`src/rtl/divider_pkg.sv`:
```
// Shared types and constants for the restoring divider.
package divider_pkg;

  // Divider control states: waiting for a request, iterating, holding a result.
  typedef enum logic [1:0] {
    DIV_IDLE,
    DIV_RUN,
    DIV_DONE
  } div_state_e;

  // Fill bit replicated across the quotient when the divisor is zero (all ones).
  localparam logic DBZ_QUOTIENT_FILL = 1'b1;

endpackage

```
`src/rtl/adder_subtractor.sv`:
```
// Ripple-style adder/subtractor: result = a + b (sub=0) or a - b (sub=1).
// cout is the raw carry-out, so during subtraction cout=1 means no borrow.
module adder_subtractor #(
  parameter int WIDTH = 8
) (
  input  logic [WIDTH-1:0] a,
  input  logic [WIDTH-1:0] b,
  input  logic             sub,
  output logic [WIDTH-1:0] result,
  output logic             cout,
  output logic             overflow,
  output logic             zero
);

  logic [WIDTH-1:0] bEff;

  // Subtraction is a + ~b + 1, so invert b and inject sub as the carry-in.
  assign bEff = b ^ {WIDTH{sub}};
  assign {cout, result} = {1'b0, a} + {1'b0, bEff} + (WIDTH+1)'(sub);
  assign overflow = (a[WIDTH-1] == bEff[WIDTH-1]) && (result[WIDTH-1] != a[WIDTH-1]);
  assign zero = (result == '0);

endmodule

```
`src/rtl/restoring_divider.sv`:
```
// Multi-cycle unsigned restoring divider. One trial subtraction per cycle,
// one quotient bit retired per cycle, valid/ready on request and response.
module restoring_divider
  import divider_pkg::*;
#(
  parameter int WIDTH = 8
) (
  input  logic             clk,
  input  logic             rst,
  input  logic             req_valid,
  output logic             req_ready,
  input  logic [WIDTH-1:0] dividend,
  input  logic [WIDTH-1:0] divisor,
  output logic             rsp_valid,
  input  logic             rsp_ready,
  output logic [WIDTH-1:0] quotient,
  output logic [WIDTH-1:0] remainder,
  output logic             div_by_zero
);

  localparam int CW = (WIDTH > 1) ? $clog2(WIDTH) : 1;
  localparam logic [CW-1:0] LAST_STEP = CW'(WIDTH - 1);

  div_state_e state_q, state_d;
  logic [WIDTH:0]   partialRem_q, partialRem_d;
  logic [WIDTH-1:0] shiftQ_q, shiftQ_d;
  logic [CW-1:0]    stepCnt_q, stepCnt_d;
  logic [WIDTH-1:0] divisorReg_q, divisorReg_d;
  logic [WIDTH-1:0] quotientReg_q, quotientReg_d;
  logic [WIDTH-1:0] remainderReg_q, remainderReg_d;
  logic             dbzReg_q, dbzReg_d;

  logic [WIDTH:0]   trialA;
  logic [WIDTH:0]   trialB;
  logic [WIDTH:0]   trialResult;
  logic             trialOk;
  logic [WIDTH:0]   stepPartial;
  logic [WIDTH-1:0] stepQ;
  logic             unusedOverflow;
  logic             unusedZero;
  logic             unusedPartialMsb;

  // The partial remainder MSB is never shifted into the trial operand.
  assign unusedPartialMsb = partialRem_q[WIDTH];

  // Shift the next dividend bit into the partial remainder and trial-subtract the divisor.
  assign trialA = {partialRem_q[WIDTH-1:0], shiftQ_q[WIDTH-1]};
  assign trialB = {1'b0, divisorReg_q};

  adder_subtractor #(.WIDTH(WIDTH + 1)) u_trial (
    .a        (trialA),
    .b        (trialB),
    .sub      (1'b1),
    .result   (trialResult),
    .cout     (trialOk),
    .overflow (unusedOverflow),
    .zero     (unusedZero)
  );

  // Keep the subtraction when it did not borrow, otherwise restore the shifted value.
  assign stepPartial = trialOk ? trialResult : trialA;
  assign stepQ       = {shiftQ_q[WIDTH-2:0], trialOk};

  // Next-state, datapath updates and handshake outputs, holding everything by default.
  always_comb begin
    state_d        = state_q;
    partialRem_d   = partialRem_q;
    shiftQ_d       = shiftQ_q;
    stepCnt_d      = stepCnt_q;
    divisorReg_d   = divisorReg_q;
    quotientReg_d  = quotientReg_q;
    remainderReg_d = remainderReg_q;
    dbzReg_d       = dbzReg_q;
    req_ready      = 1'b0;
    rsp_valid      = 1'b0;
    case (state_q)
      DIV_IDLE: begin
        req_ready = 1'b1;
        if (req_valid) begin
          divisorReg_d = divisor;
          partialRem_d = '0;
          shiftQ_d     = dividend;
          stepCnt_d    = '0;
          if (divisor == '0) begin
            quotientReg_d  = {WIDTH{DBZ_QUOTIENT_FILL}};
            remainderReg_d = dividend;
            dbzReg_d       = 1'b1;
            state_d        = DIV_DONE;
          end else begin
            state_d = DIV_RUN;
          end
        end
      end
      DIV_RUN: begin
        partialRem_d = stepPartial;
        shiftQ_d     = stepQ;
        stepCnt_d    = stepCnt_q + CW'(1);
        if (stepCnt_q == LAST_STEP) begin
          quotientReg_d  = stepQ;
          remainderReg_d = stepPartial[WIDTH-1:0];
          dbzReg_d       = 1'b0;
          state_d        = DIV_DONE;
        end
      end
      DIV_DONE: begin
        rsp_valid = 1'b1;
        if (rsp_ready) begin
          state_d = DIV_IDLE;
        end
      end
      default: begin
        state_d = DIV_IDLE;
      end
    endcase
  end

  // State and datapath registers; reset overrides any handshake in the same cycle.
  always_ff @(posedge clk) begin
    if (rst) begin
      state_q        <= DIV_IDLE;
      partialRem_q   <= '0;
      shiftQ_q       <= '0;
      stepCnt_q      <= '0;
      divisorReg_q   <= '0;
      quotientReg_q  <= '0;
      remainderReg_q <= '0;
      dbzReg_q       <= 1'b0;
    end else begin
      state_q        <= state_d;
      partialRem_q   <= partialRem_d;
      shiftQ_q       <= shiftQ_d;
      stepCnt_q      <= stepCnt_d;
      divisorReg_q   <= divisorReg_d;
      quotientReg_q  <= quotientReg_d;
      remainderReg_q <= remainderReg_d;
      dbzReg_q       <= dbzReg_d;
    end
  end

  assign quotient    = quotientReg_q;
  assign remainder   = remainderReg_q;
  assign div_by_zero = dbzReg_q;

endmodule

```
`config.mk`:
```
export PLATFORM = sky130hd
export DESIGN_NAME = restoring_divider
export DESIGN_NICKNAME = d
export VERILOG_FILES = /design/src/rtl/divider_pkg.sv /design/src/rtl/adder_subtractor.sv /design/src/rtl/restoring_divider.sv
export SDC_FILE = /design/constraint.sdc
export NUM_CORES = 1
export LEC_CHECK = 0
export ABC_AREA = 1
export CAP_MARGIN = 0
export CELL_PAD_IN_SITES_DETAIL_PLACEMENT = 1
export CELL_PAD_IN_SITES_GLOBAL_PLACEMENT = 1
export CORE_ASPECT_RATIO = 2
export CORE_MARGIN = 2
export CORE_UTILIZATION = 30
export CTS_CLUSTER_DIAMETER = 200
export CTS_CLUSTER_SIZE = 28
export DETAILED_ROUTE_END_ITERATION = 16
export PLACE_DENSITY = 0.75
export SLEW_MARGIN = 20
export SYNTH_ARGS = -nofsm -noshare
export SYNTH_HDL_FRONTEND = slang
export SYNTH_SLANG_ARGS = --single-unit
```
`constraint.sdc`:
```
create_clock -name clk -period 3.05 [get_ports clk]
set_clock_uncertainty 0.05 [all_clocks]
set_input_delay 0.61 -clock clk [delete_from_list [all_inputs] [get_ports clk]]
set_output_delay 0.61 -clock clk [all_outputs]
set_load 0.02 [all_outputs]
```
==> After elaboration in Yosys (flattened, before gate mapping) <==
Index checks and enable logic that the tools add are counted.
{ "classes": {"eq_ne": 7, "muxes": 26, "n_reduce_logical": 7, "n_addsub": 3, "bitwise_logic": 1} }
{ "op_table": {"columns": ["operator", "count"], "rows": [
  ["$mux W8", 9],
  ["$pmux W8 S2", 4],
  ["$add A10 B1 Y10 const B", 1],
  ["$add A9 B9 Y10", 1],
  ["$not A8 Y9", 1],
  ["$logic_not A8 Y1", 1],
  ["$mux W2", 4],
  ["$ne A2 B2 Y1 const B", 4],
  ["$pmux W2 S3", 1],
  ["$pmux W3 S2", 1],
  ["$mux W1", 5],
  ["$reduce_and A2 Y1", 2],
  ["$reduce_and A4 Y1", 1],
  ["$add A3 B1 Y3 const B", 1],
  ["$eq A3 B3 Y1 const B", 1],
  ["$mux W3", 1],
  ["$reduce_and A3 Y1", 1],
  ["$eq A2 B1 Y1 const B", 1],
  ["$eq A2 B2 Y1 const B", 1],
  ["$logic_not A2 Y1", 1],
  ["$pmux W1 S2", 1],
  ["$reduce_bool A2 Y1", 1]
]} }
{ "word_totals": {"register_bits": 46, "output_inout_bits": 19, "elab_cells": 52, "input_bits": 20} }

==> Logic depth before layout (Yosys ltp) <==
{ "depth": {"word_depth": 6, "ltp_mapped": 13, "depth_no_buf": 13} }

==> Hierarchy <==
A second synthesis with hierarchy kept.
{ "hier_totals": {"cells_unflattened": 426, "area_unflattened_um2": 2920.3} }
{ "by_module_without_submodules": {"columns": ["mod", "cells_per_inst", "area_per_inst_um2", "n_inst"], "rows": [
  ["restoring_divider", 307, 2200.9, 1],
  ["adder_subtractor", 119, 719.4, 1]
]} }

==> Worst setup path before layout <==
Ideal clock, no wire load.
{ "synth_path": {"kind": "flip-flop to flip-flop", "from": "register divisorReg_q[2]", "to": "register remainderReg_q[1] (netlist: remainder[1])", "synth_period_minus_slack_ns": 1.657, "arrival_ns": 1.498, "slack_ns": 1.393, "stages_incl_launch_ff": 12, "setup_ns": 0.109, "path_cell_list": "dfxtp_1 -> inv_1 -> ha_1 -> or2_1 -> nand3_2 -> nand2_1 -> nand2_4 -> nand2_4 -> nand3b_2 -> nand3_1 -> nand2_1 -> inv_1"} }
{ "synth_between": {"elab_chain_len": 6} }
{ "synth_lines": {"columns": ["element", "line_no", "text"], "rows": [
  ["start: declaration", "restoring_divider.sv:28", "logic [WIDTH-1:0] divisorReg_q, divisorReg_d;"],
  ["start signal: assignment", "restoring_divider.sv:133", "divisorReg_q <= divisorReg_d;"],
  ["$not A8 Y9 (no line)", null, null],
  ["$add A9 B9 Y10", "adder_subtractor.sv:19", "assign {cout, result} = {1'b0, a} + {1'b0, bEff} + (WIDTH+1)'(sub);"],
  ["$add A10 B1 Y10", "adder_subtractor.sv:19", null],
  ["$mux W8", "restoring_divider.sv:61", "assign stepPartial = trialOk ? trialResult : trialA;"],
  ["$mux W8", "restoring_divider.sv:98", "if (stepCnt_q == LAST_STEP) begin"],
  ["$pmux W8 S2", "restoring_divider.sv:76", "case (state_q)"],
  ["end signal: assignment", "restoring_divider.sv:135", "remainderReg_q <= remainderReg_d;"],
  ["end: declaration", "restoring_divider.sv:30", "logic [WIDTH-1:0] remainderReg_q, remainderReg_d;"]
]} }
Every way passes these cells. The select of a mux whose other input is x is not followed.
A chain may end at the register's enable or synchronous reset.

==> Worst setup path after layout <==
{ "layout_path": {"from": "register state_q[1]", "to": "output rsp_valid"} }
{ "layout_between": {"elab_chain_len": 2} }
{ "layout_lines": {"columns": ["element", "line_no", "text"], "rows": [
  ["start: declaration", "restoring_divider.sv:24", "div_state_e state_q, state_d;"],
  ["start signal: assignment", "restoring_divider.sv:129", "state_q <= state_d;"],
  ["$eq A2 B2 Y1", "restoring_divider.sv:76", null],
  ["$mux W1", "restoring_divider.sv:76", null],
  ["end: declaration", "restoring_divider.sv:14", "output logic rsp_valid,"]
]} }
Every way passes these cells.

==> impl_metrics.tcl <==
set metrics [dict create \
    run_status "completed" \
    fp.dieW_um 67.9 \
    relSlewSlack_pct 47.9 \
    cts_max_level 2 \
    final_max_slew_viol_count 0 \
    min_period_ns 2.10 \
    p_leak_nw 1.40 \
    critical_path_peak_fanout 2 \
    reg2reg_setup_slack_ns 1.09 \
    setup_repair_after_global_routing_missed_its_margin "no" \
    synth_cells 341 \
    critical_path_class "flop to primary output" \
    worst_reg_to_reg_cells 11 \
    pin_count_of_the_biggest_net_entering_global_routing 30 \
    cts.hold.buffers_added 0 \
    areaGrowthSynthToFinish_pct 25.0 \
    cellPowerDensity_mw_per_mm2 601 \
    drt-vias-per-instance 5.00 \
    clk-insertion-delay-late_ns 0.29 \
    root_buffer "sky130_fd_sc_hd__clkbuf_16" \
    synth_fp_nets 372 \
    grt_antenna_before_repair 0 \
    synth_area_mm2 0.00245 \
    drt-initial-drc-count 86 \
    post_route_cells_drive_above_1_share_pct 9.31 \
    initial_standard_cell_utilization_of_the_core_pct 30.8 \
    route.final.wire_length_um 7250 \
    cts.clk_slew.worst_paths_ns 0.06 \
    grt_pass1_vias 2502 \
    critical_path.endpoint_type "primary output" \
    final.setup.worst_slack_ns 0.945 \
    crit_chain "inv_1, nor2_1, clkdlybuf4s50_1" \
    path_buf_inv 2 \
    vdd_ir_drop_max_mv 0.354 \
    num-nets-final 406 \
    timing.critical_path.required_ns 2.39 \
    synth_seq_cells 46 \
    layout_worst_path_cycle_share_pct 69.0 \
    post_synth_num_cell_types 33 \
    max_freq_mhz 475 \
    reg2reg_from "divisorReg_q[2]$_SDFFE_PP0P_" \
    number_of_placement_rows 46 \
    synth.yosys.seq_area_share_pct 37.6 \
    grt_remaining_overflow 0 \
    max_slew.worst_pin.slew_ns 0.780 \
    hold_class "flop to flop" \
    cpPeakStageDelay_ns 0.62 \
    core_area_mm2 0.00794 \
    synth_async_sr_flop_share_pct 0 \
    io_pins 39 \
    hold_viol 0 \
    clock_tree_from_tritoncts "built" \
    setup-tns-final_ns 0 \
    routabilityCongestion 0.801 \
    fp.dieArea_mm2 0.00895 \
    crit_slowest_cell "sky130_fd_sc_hd__clkdlybuf4s50_1" \
    post_synth.cell_area_avg_um2 7.18 \
    clock_sinks 46 \
    postSynth.topFlopCell "sky130_fd_sc_hd__dfxtp_1" \
    clk_path_buf_depth 2 \
    detailroute.via_count 2360 \
    post-cts-setup-buffers 0 \
    wl_per_cell_um 15.4 \
    groute.usage.overall_pct 17.7 \
    r2r-end "partialRem_q[1]$_SDFFE_PP0P_" \
    setup-violations-final 0 \
    number_of_warning_messages_in_the_yosys_log 0 \
    dieHeight_um 132 \
    n_antenna_cell 0 \
    post-route-drc-count 0 \
    maximum_capacitance_violations 0 \
    startpoint_type "flop" \
    buffer_ports.inserted 38 \
    endpoint "rsp_valid" \
    timing.critical_path.depth 3 \
    path_delay_family "buffers and inverters" \
    number_of_search_and_repair_iterations_in_the_first_detailed_routing_pass 4 \
    worstSetupStartpoint "state_q[1]$_SDFFE_PP0P_" \
    cts_inserted_buffers 5 \
    dpl_worst_slack_ns 0.672 \
    cts_repair_resize_count 0 \
    synth-edff-count 0 \
    grt_first_pass_wirelength_um 12100 \
    drtAntennaViolNets 0 \
    arrival_time_of_the_worst_setup_path_ns 1.44 \
    dp_hpwl_um 5400 \
    fillCellCount 1006 \
]
[worst reg2reg max path, stage by stage (launching register included)]
cell and delay, ns:
sky130_fd_sc_hd__dfxtp_1 0.31, sky130_fd_sc_hd__inv_1 0.06, sky130_fd_sc_hd__ha_1 0.32, sky130_fd_sc_hd__or2_1 0.28, sky130_fd_sc_hd__nand3_2 0.12, sky130_fd_sc_hd__nand2_1 0.10, sky130_fd_sc_hd__nand2_4 0.14, sky130_fd_sc_hd__nand2_4 0.14
sky130_fd_sc_hd__nand3b_2 0.14, sky130_fd_sc_hd__nand3_1 0.08, sky130_fd_sc_hd__nand2_1 0.07, sky130_fd_sc_hd__inv_1 0.05
[stage by stage]
step | util [%] | cell area, um^2 | total power [W] | hold WS, ns | cells
floorplan | - | 2450 | 0.00108 | 0.383 | 341
global placement | 36.5 | 2900 | 0.00124 | 0.403 | 464
detailed placement | 36.5 | 2900 | 0.00125 | 0.413 | 464
CTS | 38.5 | 3060 | 0.00186 | 0.420 | 472
global route | 38.5 | 3060 | 0.00195 | 0.441 | 472
finish | 38.5 | 3060 | 0.00184 | 0.420 | 472
[power breakdown]
part | switching [W] | total [W] | internal [W]
Combinational | 0.000344 | 0.000539 | 0.000195
Sequential | 0.0000410 | 0.000700 | 0.000659
Clock | 0.000231 | 0.000602 | 0.000371
Total | 0.000615 | 0.00184 | 0.00123
[per-layer routing]
| layer | global-route usage (%) | share of wire (%) |
|---|---|---|
| met1 | 17.8 | 36 |
| met2 | 33.8 | 59 |
| met3 | 1.96 | 1.6 |
| met4 | 8.56 | 3.4 |
| met5 | 0 | 0 |
[cell families after synthesis]
kind of cell	after synthesis	share of synthesized area, %
AND/OR/NAND/NOR	152	29.5
AO/OA/AOI/OAI	69	15.6
buffers and inverters	60	10.3
flip-flops	46	37.6
adder cells (fa/ha/maj)	11	5.92
XOR/XNOR	3	1.07
[cells in the final DEF, fill, tap and decap left out, types with 2 or more instances in the layout]
| cell | netlist | routed |
|---|---|---|
| sky130_fd_sc_hd__inv_1 | 43 | 43 |
| sky130_fd_sc_hd__o21ai_1 | 11 | 11 |
| sky130_fd_sc_hd__nand2_4 | 3 | 3 |
| sky130_fd_sc_hd__nor2_2 | 2 | 2 |
| sky130_fd_sc_hd__o21ai_0 | 16 | 16 |
| sky130_fd_sc_hd__clkbuf_16 | 0 | 5 |
| sky130_fd_sc_hd__nand3b_2 | 2 | 2 |
| sky130_fd_sc_hd__dfxtp_1 | 46 | 46 |
| sky130_fd_sc_hd__nand4_1 | 9 | 9 |
| sky130_fd_sc_hd__clkbuf_8 | 0 | 3 |
| sky130_fd_sc_hd__a21oi_1 | 30 | 30 |
| sky130_fd_sc_hd__nor2_1 | 26 | 26 |
| sky130_fd_sc_hd__or2_1 | 2 | 2 |
| sky130_fd_sc_hd__nand3_2 | 7 | 7 |
| sky130_fd_sc_hd__inv_2 | 2 | 2 |
| sky130_fd_sc_hd__ha_1 | 10 | 10 |
| sky130_fd_sc_hd__clkdlybuf4s50_1 | 0 | 38 |
| sky130_fd_sc_hd__nand2_1 | 76 | 76 |
| sky130_fd_sc_hd__nand2_2 | 2 | 2 |
| sky130_fd_sc_hd__buf_4 | 1 | 3 |
| sky130_fd_sc_hd__nand3_1 | 21 | 21 |
| sky130_fd_sc_hd__a31oi_1 | 7 | 7 |
| sky130_fd_sc_hd__xnor2_1 | 3 | 3 |
[Yosys cell counts (2+ instances only)]
cell	number	area [um^2]
sky130_fd_sc_hd__buf_6	2	22.5
sky130_fd_sc_hd__o21ai_1	11	55.1
sky130_fd_sc_hd__or2_1	2	12.5
sky130_fd_sc_hd__a31oi_1	7	43.8
sky130_fd_sc_hd__nand2_4	3	33.8
sky130_fd_sc_hd__buf_2	5	25.0
sky130_fd_sc_hd__nor2_2	2	12.5
sky130_fd_sc_hd__o21ai_0	16	80.1
sky130_fd_sc_hd__clkbuf_1	5	18.8
sky130_fd_sc_hd__nor2_1	26	97.6
sky130_fd_sc_hd__inv_1	43	161
sky130_fd_sc_hd__a21oi_1	30	150
sky130_fd_sc_hd__dfxtp_1	46	921
sky130_fd_sc_hd__nand3_2	7	70.1
sky130_fd_sc_hd__nand3b_2	2	22.5
sky130_fd_sc_hd__nand4_1	9	56.3
sky130_fd_sc_hd__nand2_2	2	12.5
sky130_fd_sc_hd__inv_2	2	7.51
sky130_fd_sc_hd__ha_1	10	125
sky130_fd_sc_hd__xnor2_1	3	26.3
sky130_fd_sc_hd__nand3_1	21	105
sky130_fd_sc_hd__nand2_1	76	285
[registers in the layout, summed over array words and instances, names as in the netlist]
| name | count |
|---|---|
| stepCnt_q | 3 |
| div_by_zero | 1 |
| remainder | 8 |
| divisorReg_q | 8 |
| quotient | 8 |
| state_q | 2 |
| shiftQ_q | 8 |
| partialRem_q | 8 |
[worst min-delay path by stage]
| stage | start | endpoint | cells past startpoint |
|---|---|---|---|
| finish | stepCnt_q[1]$_SDFFE_PP0P_ | stepCnt_q[1]$_SDFFE_PP0P_ | 2 |
| global route | quotient[2]$_SDFFE_PP0P_ | quotient[2]$_SDFFE_PP0P_ | 2 |
| CTS | stepCnt_q[1]$_SDFFE_PP0P_ | stepCnt_q[1]$_SDFFE_PP0P_ | 2 |
| detailed placement | stepCnt_q[1]$_SDFFE_PP0P_ | stepCnt_q[1]$_SDFFE_PP0P_ | 2 |
| global placement | stepCnt_q[1]$_SDFFE_PP0P_ | stepCnt_q[1]$_SDFFE_PP0P_ | 2 |
| floorplan | stepCnt_q[0]$_SDFFE_PP0P_ | stepCnt_q[0]$_SDFFE_PP0P_ | 1 |
[area by class of cell]
cell class	count	area [um^2]	share of cell area, %
clock buffers	8	166	5.44
inverters	46	175	5.72
multi-input cells	235	1280	41.7
flip-flops and latches	46	921	30.1
well taps	96	120	3.92
repair buffers	41	403	13.2
(Power assumes the default switching activity.)
